`config.mk`:
```
export PLATFORM = sky130hd
export DESIGN_NAME = hazard_sequencer
export DESIGN_NICKNAME = d
export VERILOG_FILES = /design/src/rtl/hazard_pkg.sv /design/src/rtl/tick_prescaler.sv /design/src/rtl/hazard_sequencer.sv
export SDC_FILE = /design/constraint.sdc
export NUM_CORES = 1
export LEC_CHECK = 0
export ABC_CLOCK_PERIOD_IN_PS = 2500
export CAP_MARGIN = 10
export CORE_AREA = 5 5 42 44
export CTS_BUF_LIST = sky130_fd_sc_hd__clkbuf_2
export DETAILED_ROUTE_END_ITERATION = 16
export DIE_AREA = 0 0 47 49
export REMOVE_ABC_BUFFERS = 1
export SLEW_MARGIN = 10
export SYNTH_ARGS = -nofsm -noshare
export SYNTH_HDL_FRONTEND = slang
export SYNTH_SLANG_ARGS = --single-unit
```
`constraint.sdc`:
```
create_clock -name clk -period 2.5 [get_ports clk]
set_input_delay 0.5 -clock clk [delete_from_list [all_inputs] [get_ports clk]]
set_output_delay 0.5 -clock clk [all_outputs]
set_load 0.02 [all_outputs]
```
`src/rtl/hazard_pkg.sv`:
```
// hazard_pkg: mode encoding, light patterns and step counts shared by the hazard sequencer
package hazard_pkg;

  typedef enum logic [1:0] {
    CALM  = 2'd0,
    RIGHT = 2'd1,
    LEFT  = 2'd2
  } mode_e;

  localparam logic [2:0] PAT_CALM0 = 3'b101;
  localparam logic [2:0] PAT_CALM1 = 3'b010;
  localparam logic [2:0] PAT_R0    = 3'b100;
  localparam logic [2:0] PAT_R1    = 3'b010;
  localparam logic [2:0] PAT_R2    = 3'b001;
  localparam logic [2:0] PAT_L0    = 3'b001;
  localparam logic [2:0] PAT_L1    = 3'b010;
  localparam logic [2:0] PAT_L2    = 3'b100;

  localparam logic [1:0] NUM_STEPS_CALM  = 2'd2;
  localparam logic [1:0] NUM_STEPS_RIGHT = 2'd3;
  localparam logic [1:0] NUM_STEPS_LEFT  = 2'd3;

  // Unused mode code 3 reports zero steps so every step value is out of range for it
  function automatic logic [1:0] num_steps(input logic [1:0] m);
    return m == CALM  ? NUM_STEPS_CALM  :
           m == RIGHT ? NUM_STEPS_RIGHT :
           m == LEFT  ? NUM_STEPS_LEFT  : 2'd0;
  endfunction

  function automatic logic [1:0] next_mode(input logic [1:0] m);
    return m == CALM ? RIGHT : m == RIGHT ? LEFT : CALM;
  endfunction

  function automatic logic [2:0] pattern(input logic [1:0] m, input logic [1:0] s);
    return m == CALM  ? (s == 2'd0 ? PAT_CALM0 : s == 2'd1 ? PAT_CALM1 : 3'b000) :
           m == RIGHT ? (s == 2'd0 ? PAT_R0 : s == 2'd1 ? PAT_R1 : s == 2'd2 ? PAT_R2 : 3'b000) :
           m == LEFT  ? (s == 2'd0 ? PAT_L0 : s == 2'd1 ? PAT_L1 : s == 2'd2 ? PAT_L2 : 3'b000) :
           3'b000;
  endfunction

endpackage

```
`src/rtl/tick_prescaler.sv`:
```
// tick_prescaler: free-running divider that pulses tick once every TICK_DIV cycles
module tick_prescaler #(
  parameter int TICK_DIV = 4
) (
  input  logic clk,
  input  logic reset,
  input  logic clear,
  output logic tick
);

  localparam int W = $clog2(TICK_DIV);
  localparam logic [W-1:0] LAST = W'(TICK_DIV - 1);

  logic [W-1:0] count_q, count_d;

  assign tick = count_q == LAST;

  // Restart on clear; counts beyond LAST (non-power-of-two divisors) also wrap to zero
  always_comb begin
    count_d = (clear || count_q >= LAST) ? '0 : count_q + W'(1);
  end

  // Counter register, cleared asynchronously by reset
  always_ff @(posedge clk or negedge reset) begin
    if (!reset) count_q <= '0;
    else        count_q <= count_d;
  end

endmodule

```
`src/rtl/hazard_sequencer.sv`:
```
// hazard_sequencer: cycles wind mode on each button pulse and steps the hazard-light pattern
module hazard_sequencer
  import hazard_pkg::*;
#(
  parameter int TICK_DIV = 4
) (
  input  logic       clk,
  input  logic       reset,
  input  logic       mode_pulse,
  output logic [1:0] mode,
  output logic [2:0] lights
);

  logic [1:0] mode_q, mode_d;
  logic [1:0] step_q, step_d;
  logic       tick;
  logic       illegal;

  tick_prescaler #(.TICK_DIV(TICK_DIV)) u_pre (
    .clk   (clk),
    .reset (reset),
    .clear (mode_pulse),
    .tick  (tick)
  );

  assign illegal = step_q >= num_steps(mode_q);

  // Illegal state recovers first, a pulse beats a tick, otherwise tick advances the step
  always_comb begin
    mode_d = illegal ? CALM : mode_pulse ? next_mode(mode_q) : mode_q;
    step_d = (illegal || mode_pulse) ? 2'd0 :
             tick ? (step_q == num_steps(mode_q) - 2'd1 ? 2'd0 : step_q + 2'd1) :
             step_q;
  end

  // Mode and step registers; reset lands on CALM step 0 without waiting for a clock
  always_ff @(posedge clk or negedge reset) begin
    if (!reset) begin
      mode_q <= CALM;
      step_q <= 2'd0;
    end else begin
      mode_q <= mode_d;
      step_q <= step_d;
    end
  end

  // Outputs decode only registered state, so mode_pulse never reaches the pins combinationally
  always_comb begin
    mode   = mode_q;
    lights = illegal ? 3'b000 : pattern(mode_q, step_q);
  end

endmodule

```
==> impl_metrics.tcl <==
set metrics [dict create \
    status "finished, final reports clean" \
    layout_min_cycle_time_ns 2.343 \
    synthArstFlopShare_pct 100.0 \
    drc 0 \
    report.final.hold_viol_count 0 \
    fmax_ghz 0.4267 \
    cts_buffer_depth 2 \
    post_synth_mux_area_share_pct 3.960 \
    crit_type "reg2out" \
    antenna-diode-count 0 \
    cts.clk_slew.worst_paths_ns 0.05 \
    timing.max_slew.rel_slack_pct 77.00 \
    area.growth.synth_to_final_pct 26.49 \
    drt-vias-per-instance 4.763 \
    place_ws_ns -0.07579 \
    core_ar_sq_um 1401 \
    cts_sinks 6 \
    postSynthRegisterBits 6 \
    synth.cell_area_sq_um 505.5 \
    worstPathBufferInverterCount 2 \
    final_design_area_no_fill_sq_um 639.4 \
    synth_cells 49 \
    gr-usage-all-layers_pct 8.859 \
    critical_path_peak_fanout 4 \
    cp-start-kind "flip-flop" \
    synth_simple_gate_area_share_pct 17.08 \
    htreeDepth 1 \
    grt_pass1_wl_mm 1.552 \
    post-synth-top-count-cell "ha_1" \
    worstHoldPathType "reg2reg" \
    cts_hold_repair.buffers 0 \
    routedWlPerCell_microns 11.10 \
    fin_crit_sh_pct 93.74 \
    critical_path_slowest_stage_cell "dfrtp_1" \
    synth-compound-area-share_pct 13.86 \
    synth_xor_area_share_pct 3.465 \
    fin_tns_setup_ns 0 \
    critPathRequiredTime_ns 2.00 \
    worstPathArrival_ns 1.84 \
    gp_congestion 0.7066 \
    synth_cell_types 21 \
    first_global_vias 369 \
    clock_tree.root_cell "clkbuf_2" \
    row_count 14 \
    synth_seq_area_share_pct 29.70 \
    worstSkewPairLatency_ns 0.21 \
    crit_path_end_kind "output port" \
    drive_gt1_share_pct 28.13 \
    ios 8 \
    die_width_microns 47 \
    final_critical_path_setup_slack_ns 0.1565 \
    synth_common_cells "11 x ha_1, 6 x dfrtp_1, 4 x inv_1, 4 x nor2_1, 3 x a21oi_1" \
    tightest_slew_ns 0.3449 \
    numPortBuffers 7 \
    finalMaxSlewViolations 0 \
    dr_total_vias 381 \
    post_dp_cell_area_sq_um 639.4 \
    detailed_place_hpwl_microns 720.6 \
    crit_family "adder cells" \
    vdd_ir_drop_max_uv 506.6 \
    synth_top_family_by_area "adder cells" \
    grt_max_degree 10 \
    antenna_left 0 \
    detailedRoute.firstPassIterationCount 2 \
    cts.repair_timing.setup_buffer_count 0 \
    clock_tree_from_tritoncts "built" \
    final.setup_skew_ns 0.001094 \
    critical_path.cell_chain "inv_1 > ha_1 > ha_1 > nand2b_4 > a21o_4 > a21oi_1 > buf_2" \
    initial_core_util_pct 36.07 \
    grt-ovfl-total 0 \
    power_density_nw_per_um2 1112 \
    critical_path.most_common_cell "ha_1" \
    tritoncts.num_buffers 3 \
    cap_viol_max_count 0 \
    die_height_microns 49 \
    yosys.area.top_type "dfrtp_1" \
    synth-adder-area-share_pct 27.23 \
    floorplan.die_area_sq_um 2303 \
    num-nets-final 80 \
    crit_path_max_incr_delay_ns 0.34 \
    yosys.area.top_type_share_pct 29.70 \
    synth_flop_cell "dfrtp_1" \
    synth_edf_count 0 \
    route.final.wire_length_microns 888 \
    setup-violations-final 0 \
    total_leakage_power_uw 0.0003118 \
    drt_iter0_markers 2 \
    synth-warning-count 0 \
    antenna_found_initial 0 \
    ys_top_cells_by_area "dfrtp_1 30%, ha_1 27%, mux2i_1 4.0%, xnor2_1 3.5%, a21oi_1 3.0%" \
    avgSynthCellArea_sq_um 10.32 \
    rsz0062_at_grt "false" \
]
==> flip-flops by register name, summed over array words and instances (netlist names) <==
name,count
mode,2
u_pre.count_q,2
step_q,2
==> where the power goes <==
part | internal (uW) | switching [uW]
combinational | 250 | 267
sequential | 119 | 12.2
clock | 32.4 | 30.1
total | 402 | 309
==> through the flow <==
| stage | instances | utilization (%) | total power [uW] | hold slack, ns |
|---|---|---|---|---|
| 4_1_cts | 80 | 46.96 | 746.1 | 0.4533 |
| 2_1_floorplan | 47 | - | 464.7 | 0.2044 |
| 3_5_place_dp | 77 | 45.63 | 685.0 | 0.4456 |
| 6_report | 80 | 45.63 | 710.9 | 0.4521 |
| 3_3_place_gp | 77 | 45.63 | 676.5 | 0.4366 |
| 5_1_grt | 80 | 45.63 | 779.9 | 0.4716 |
==> final timing paths <==
| path | start | endpoint | slack, ns | depth (start not counted) |
|---|---|---|---|---|
| worst max register to register | mode[0] | step_q[1] | 0.69 | 7 |
| worst min register to register | u_pre.count_q[0] | u_pre.count_q[0] | 0.45 | 1 |
| min in group asynchronous | reset | mode[0] | 0.53 | 1 |
| max in group asynchronous | reset | step_q[0] | 1.76 | 1 |
| worst min-delay path | u_pre.count_q[0] | u_pre.count_q[0] | 0.45 | 1 |
| worst max-delay path | mode[0] | lights[0] | 0.16 | 7 |
==> layout make-up <==
cell class / instances / area, sq um
flip-flops and latches: 6 / 150.1
repair buffers: 14 / 107.6
fillers: 146 / 762.0
inverters: 4 / 15.01
clock buffers: 3 / 15.01
well taps: 16 / 20.02
multi-input cells: 37 / 331.6
==> layout by cell type, fill, tap and decap left out, drive strengths merged <==
cell,n
buf,10
mux2i,2
nor3b,1
nand3b,1
ha,11
clkdlybuf4s50,4
nor2,4
o31ai,2
a2111oi,1
inv,4
xnor2,2
nor2b,1
clkbuf,3
a21o,1
a21oi,3
dfrtp,6
nor3,2
o21ai,2
nor4,1
nand3,1
nand2b,2
==> timing repair <==
action | CTS | global route
hold endpoints to repair | 0 | 0
setup endpoints to repair | 3 | 3
resized for setup | 9 | 3
==> cell families after synthesis <==
| family | count (synthesis) |
|---|---|
| multiplexers | 2 |
| flip-flops | 6 |
| XOR/XNOR | 2 |
| adder cells (fa/ha/maj) | 11 |
| buffers and inverters | 6 |
| AND/OR/NAND/NOR | 13 |
| AO/OA/AOI/OAI | 9 |
==> metal layers <==
layer  track usage [%]  routed length, microns  vias up
li1                  -                       -      203
met1             11.88                     415      172
met2             13.57                     428        6
met3             1.107                      44        0
met4             4.147                       0        0
met5                 0                       0        -
No activity file was read; power rests on OpenSTA's default activity.
==> variant 1, RTL diff (config.mk and constraints unchanged) <==
`TICK_DIV` is set to 4 in 2 places; all go to 2.
--- a/src/rtl/tick_prescaler.sv
+++ b/src/rtl/tick_prescaler.sv
@@ -1,6 +1,6 @@
 // tick_prescaler: free-running divider that pulses tick once every TICK_DIV cycles
 module tick_prescaler #(
-  parameter int TICK_DIV = 4
+  parameter int TICK_DIV = 2
 ) (
   input  logic clk,
   input  logic reset,
--- a/src/rtl/hazard_sequencer.sv
+++ b/src/rtl/hazard_sequencer.sv
@@ -2,7 +2,7 @@
 module hazard_sequencer
   import hazard_pkg::*;
 #(
-  parameter int TICK_DIV = 4
+  parameter int TICK_DIV = 2
 ) (
   input  logic       clk,
   input  logic       reset,
Formal check against the unedited RTL: not equivalent (Yosys sat finds a counterexample within 4 cycles, from zero or initial values and one cycle with reset low).
==> variant 1 against the original RTL <==
- final cell count down 1.3%
- setup slack improved by 0.0035 ns
- worst hold slack gained 0.045 ns
- sequential power decreased by 6%
- total power grew 11%
- final area down 7.6%
- non-clock buffer count stayed put
- sequential cell count down 1
- routed wire length decreased by 10%
- synthesized area shrank 11%
- critical path depth unchanged
- largest cell class unchanged
- highest routed layer unchanged
- sequential share of layout area fell by 2.3 points
==> variant 1: results (changes against the original RTL) <==
The run gives 4 (+2) as the number of detailed-route iterations in the first pass. The flow ran to the end, and the final reports show no timing, DRC or antenna violations. The total of buffers placed on input and output ports is 7 (unchanged).

The tightest min-delay check is of the in -> async type. The logs give 0.3489 mW (+13%) for the switching component of the power and 0 (-0.01107) for the met3 track demand over resource in global routing. The share of synthesized registers carrying an async set or reset works out to 1.000 (unchanged). The biggest fanout along the worst timing path was 4 (unchanged); the met1 wire length was 400 microns (-3.6%).

The routability congestion estimate from global placement was 0.7838 (+11%). For the global-route met1 utilization, the log shows 0.1183 (-0.0005305). The logs give 10 (unchanged) for the pin count of the biggest net entering global routing and 1.84 ns (about the same) for the signal arrival time at the worst endpoint. The count of unique library cells instantiated by Yosys is 18 (-14%). The run gives 668.6 microns (-7.2%) as the detailed placement HPWL. The logs give 0.08068 (-0.007910) for the total track usage and 0 (unchanged) for the number of buffers inserted to repair setup after CTS. Peak supply drop: 0.6047 mV (+19%).

The CTS buffer count is 3 (unchanged). The number of synthesis warnings came out at 0 (unchanged). The largest incremental delay on the critical path is 0.34 ns (about the same).

The logs give 0.21 ns (about the same) for the clock latency at the later pin of the worst-skew pair and 1.407 mm (-9.3%) for the first-pass GRT wire length. By area the synthesized netlist is led by dfrtp_1 28%, ha_1 28%, mux2i_1 6.7%, nor2_1 4.2%, xnor2_1 3.9%. The logs give 0.006243 ns (+0.005148 ns) for the clock tree skew after final layout and 36 microns (-18%) for the sum of met3 wire segment lengths after detailed routing. The setup slack after placement is -0.04702 ns (+0.02877 ns).

The number of diodes is 0 (unchanged). The reported leakage power was 0.2981 nW (-4.4%); the sequential area share after synthesis was 0.2793 (-0.01770). The routed wirelength normalized by instance count came out at 10.09 microns (-9.1%). The ratio of routed vias to standard cells is 4.456 (-6.4%), and the clock input transition at the sequential cells of the worst setup and hold paths is 0.06 ns. By count the netlist is led by 10 x ha_1, 5 x dfrtp_1, 5 x nor2_1, 4 x inv_1.

The cell at the root of the clock tree was clkbuf_2. The post-synthesis area per instance came out at 9.738 sq um (-5.6%). In this design, the largest share of critical-path delay is due to adder cells. The total number of nets in the final design is 77 (-3.8%), and the headroom to the max-slew limit is 0.8014 (+0.03138). The H-tree level count is 1 (unchanged), and the cell area reported after detailed placement is 585.6 sq um (-8.4%). The number of antenna violations at the first check in global routing was 0 (unchanged). Met2 wirelength from detailed routing: 360 microns (-16%). The run gives 75 (-2.6%) as the number of cells in the design after placement. The via total after detailed routing was 352 (-7.6%); the fraction of final layout cells with drive strength greater than 1 was 0.2540 (-0.02728). The deepest clock path buffer count is 2 (unchanged). The master of the slowest instance on the critical path was dfrtp_1.

The met2 routing resource usage after global routing is 0.1109 (-0.02489). The count of routing violations after the opening detailed-route iteration was 4 (+2).
[variant 1: area by class of cell]
| cell class | instances | area (sq um) |
|---|---|---|
| clock buffer | 4 | 20.02 |
| fill | 150 | 810.8 |
| inverter | 4 | 15.01 |
| multi-input combinational | 36 | 302.8 |
| sequential | 5 | 125.1 |
| tap | 16 | 20.02 |
| timing repair buffer | 14 | 107.6 |
[variant 1: timing repair]
item | in CTS | in global routing
gates resized for setup | 8 | 3
setup endpoints to repair | 3 | 3
hold buffers | 0 | 0
[variant 1: power groups by stage]
| stage | combinational, mW | clock [mW] | sequential [mW] |
|---|---|---|---|
| 6_report | 0.591 | 0.0719 | 0.123 |
| 5_1_grt | 0.656 | 0.0857 | 0.126 |
| 4_1_cts | 0.623 | 0.0765 | 0.123 |
| 3_5_place_dp | 0.631 | 0 | 0.124 |
| 3_3_place_gp | 0.629 | 0 | 0.124 |
| 2_1_floorplan | 0.342 | 0 | 0.154 |
[variant 1: cell families after synthesis]
| logic type | after synthesis | share of synthesized area |
|---|---|---|
| AOI/OAI and AO/OA | 7 | 0.1061 |
| xor gates and xnor gates | 2 | 0.03911 |
| adders and majority gates | 10 | 0.2793 |
| buffers and inverters | 5 | 0.04467 |
| DFF | 5 | 0.2793 |
| muxes | 3 | 0.06704 |
| and+or+nand+nor | 14 | 0.1843 |
[variant 1: final timing paths]
check                             end  depth (start not counted)       start  slack (ns)
setup / recovery            lights[0]                          7     mode[0]        0.16
hold / removal                mode[0]                          1       reset        0.50
setup reg to reg            step_q[0]                          7     mode[0]        0.60
hold reg to reg            u_pre.tick                          1  u_pre.tick        0.52
max in group asynchronous  u_pre.tick                          1       reset        1.82
min in group clk           u_pre.tick                          1  u_pre.tick        0.52
==> variant 2, RTL diff (same flow settings) <==
Made on the original files. Put a register stage on the output `lights`, with the module's reset. The value now appears one clock later. The other outputs are not delayed to match.
--- a/src/rtl/hazard_sequencer.sv
+++ b/src/rtl/hazard_sequencer.sv
@@ -10,6 +10,8 @@
   output logic [1:0] mode,
   output logic [2:0] lights
 );
+
+  logic [2:0] lights_d;
 
   logic [1:0] mode_q, mode_d;
   logic [1:0] step_q, step_d;
@@ -47,7 +49,15 @@
   // Outputs decode only registered state, so mode_pulse never reaches the pins combinationally
   always_comb begin
     mode   = mode_q;
-    lights = illegal ? 3'b000 : pattern(mode_q, step_q);
+    lights_d = illegal ? 3'b000 : pattern(mode_q, step_q);
+  end
+
+  always_ff @(posedge clk or negedge reset) begin
+    if (!reset) begin
+      lights <= '0;
+    end else begin
+      lights <= lights_d;
+    end
   end
 
 endmodule
Check against the original RTL: not equivalent (a bounded check fails within 4 cycles, from zero or initial values and one cycle with reset low).
==> variant 2 against the original RTL <==
- synthesized area is 13% higher
- total power down 3.0%
- routed wire length rose by 4.7%
- sequential cell count grew 3
- final area grew 5.5%
- global-route usage increased by 1.0 points
- setup slack better by 0.44 ns
- die area unchanged
- count of clock-buffer cells in the layout grew 1
- critical endpoint is now step_q[1]
- largest power group unchanged
==> variant 2: results (changes against the original RTL) <==
For the instance count of the mapped netlist, the log shows 53 (+8.2%). For the sequential share of power, the log shows 0.312 (+0.127). The run gives 0.4185 mV (-17%) as the peak supply drop.

For the first-pass GRT wire length, the log shows 1.656 mm (+6.7%). Clock tree skew after final layout: 0.01007 ns (+0.008973 ns). The run gives 654.4 sq um (+2.3%) as the cell area reported after detailed placement. The areal power density over the cells is 1022 nW/um^2 (-8.0%), and the biggest fanout along the worst timing path is 7 (+3). The met3 track demand over resource in global routing came out at 0.03321 (+0.02214).

After synthesis, the cell types taking the most area are dfrtp_1 39%, ha_1 24%, mux2i_1 5.2%, xnor2_1 3.1%, a21oi_1 2.6%. Share of synthesized area spent on multiplexers: 0.05240 (+0.01280). The count of routing violations after the opening detailed-route iteration is 7 (+5), and the setup slack after placement is 0.6159 ns (+0.6917 ns). For the number of cells in the design after placement, the log shows 74 (-3.9%).

The tools report the met2 routing resource usage after global routing as 0.1244 (-0.01131). The total number of nets in the final design is 77 (-3.8%). The clock latency at the later pin of the worst-skew pair was 0.25 ns (+0.04 ns); the adder-cell area share of the yosys netlist was 0.2402 (-0.03210).

The clock input transition at the sequential cells of the worst setup and hold paths is 0.10 ns (+0.05 ns), and the area share of xor/xnor cells in the synthesized design is 0.03057 (-0.004086). The compound-cell area share of the yosys netlist was 0.08297 (-0.05564); the count of filler cells inserted in the layout was 150 (+2.7%). For the met2 wirelength from detailed routing, the log shows 394 microns (-7.9%).

After synthesis, the most frequently instantiated cells are 11 x ha_1, 9 x dfrtp_1, 4 x inv_1, 4 x nor2_1. The run finished with clean final reports. Total track usage: 0.09908 (+0.01049).

Count of unique library cells instantiated by Yosys: 20 (-4.8%). The met1 wire length was 462 microns (+11%).
## variant 2: path summary, 6_finish.rpt
path,cells after the start,end,start,slack (ns)
worst min register to register,1,u_pre.count_q[0],u_pre.count_q[0],0.44
worst max-delay path,6,step_q[1],mode[0],0.59
max in group asynchronous,1,lights[1],reset,1.68
min in group asynchronous,1,lights[2],reset,0.53
worst max register to register,6,step_q[1],mode[0],0.59
worst min-delay path,1,u_pre.count_q[0],u_pre.count_q[0],0.44
## variant 2: critical path: stages, from the launching register on
cell and delay [ns]:
dfrtp_1 0.45, inv_1 0.09, ha_1 0.30, ha_1 0.30
nand2b_4 0.15, a21o_4 0.24, nor4_1 0.27
## variant 2: cell type report
type | instances | area, sq um | share of cell area
clock buffers | 4 | 20.02 | 0.02968
inverters | 4 | 15.01 | 0.02226
multi-input cells | 38 | 324.1 | 0.4805
flip-flops and latches | 9 | 225.2 | 0.3340
well taps | 16 | 20.02 | 0.02968
repair buffers | 7 | 70.07 | 0.1039
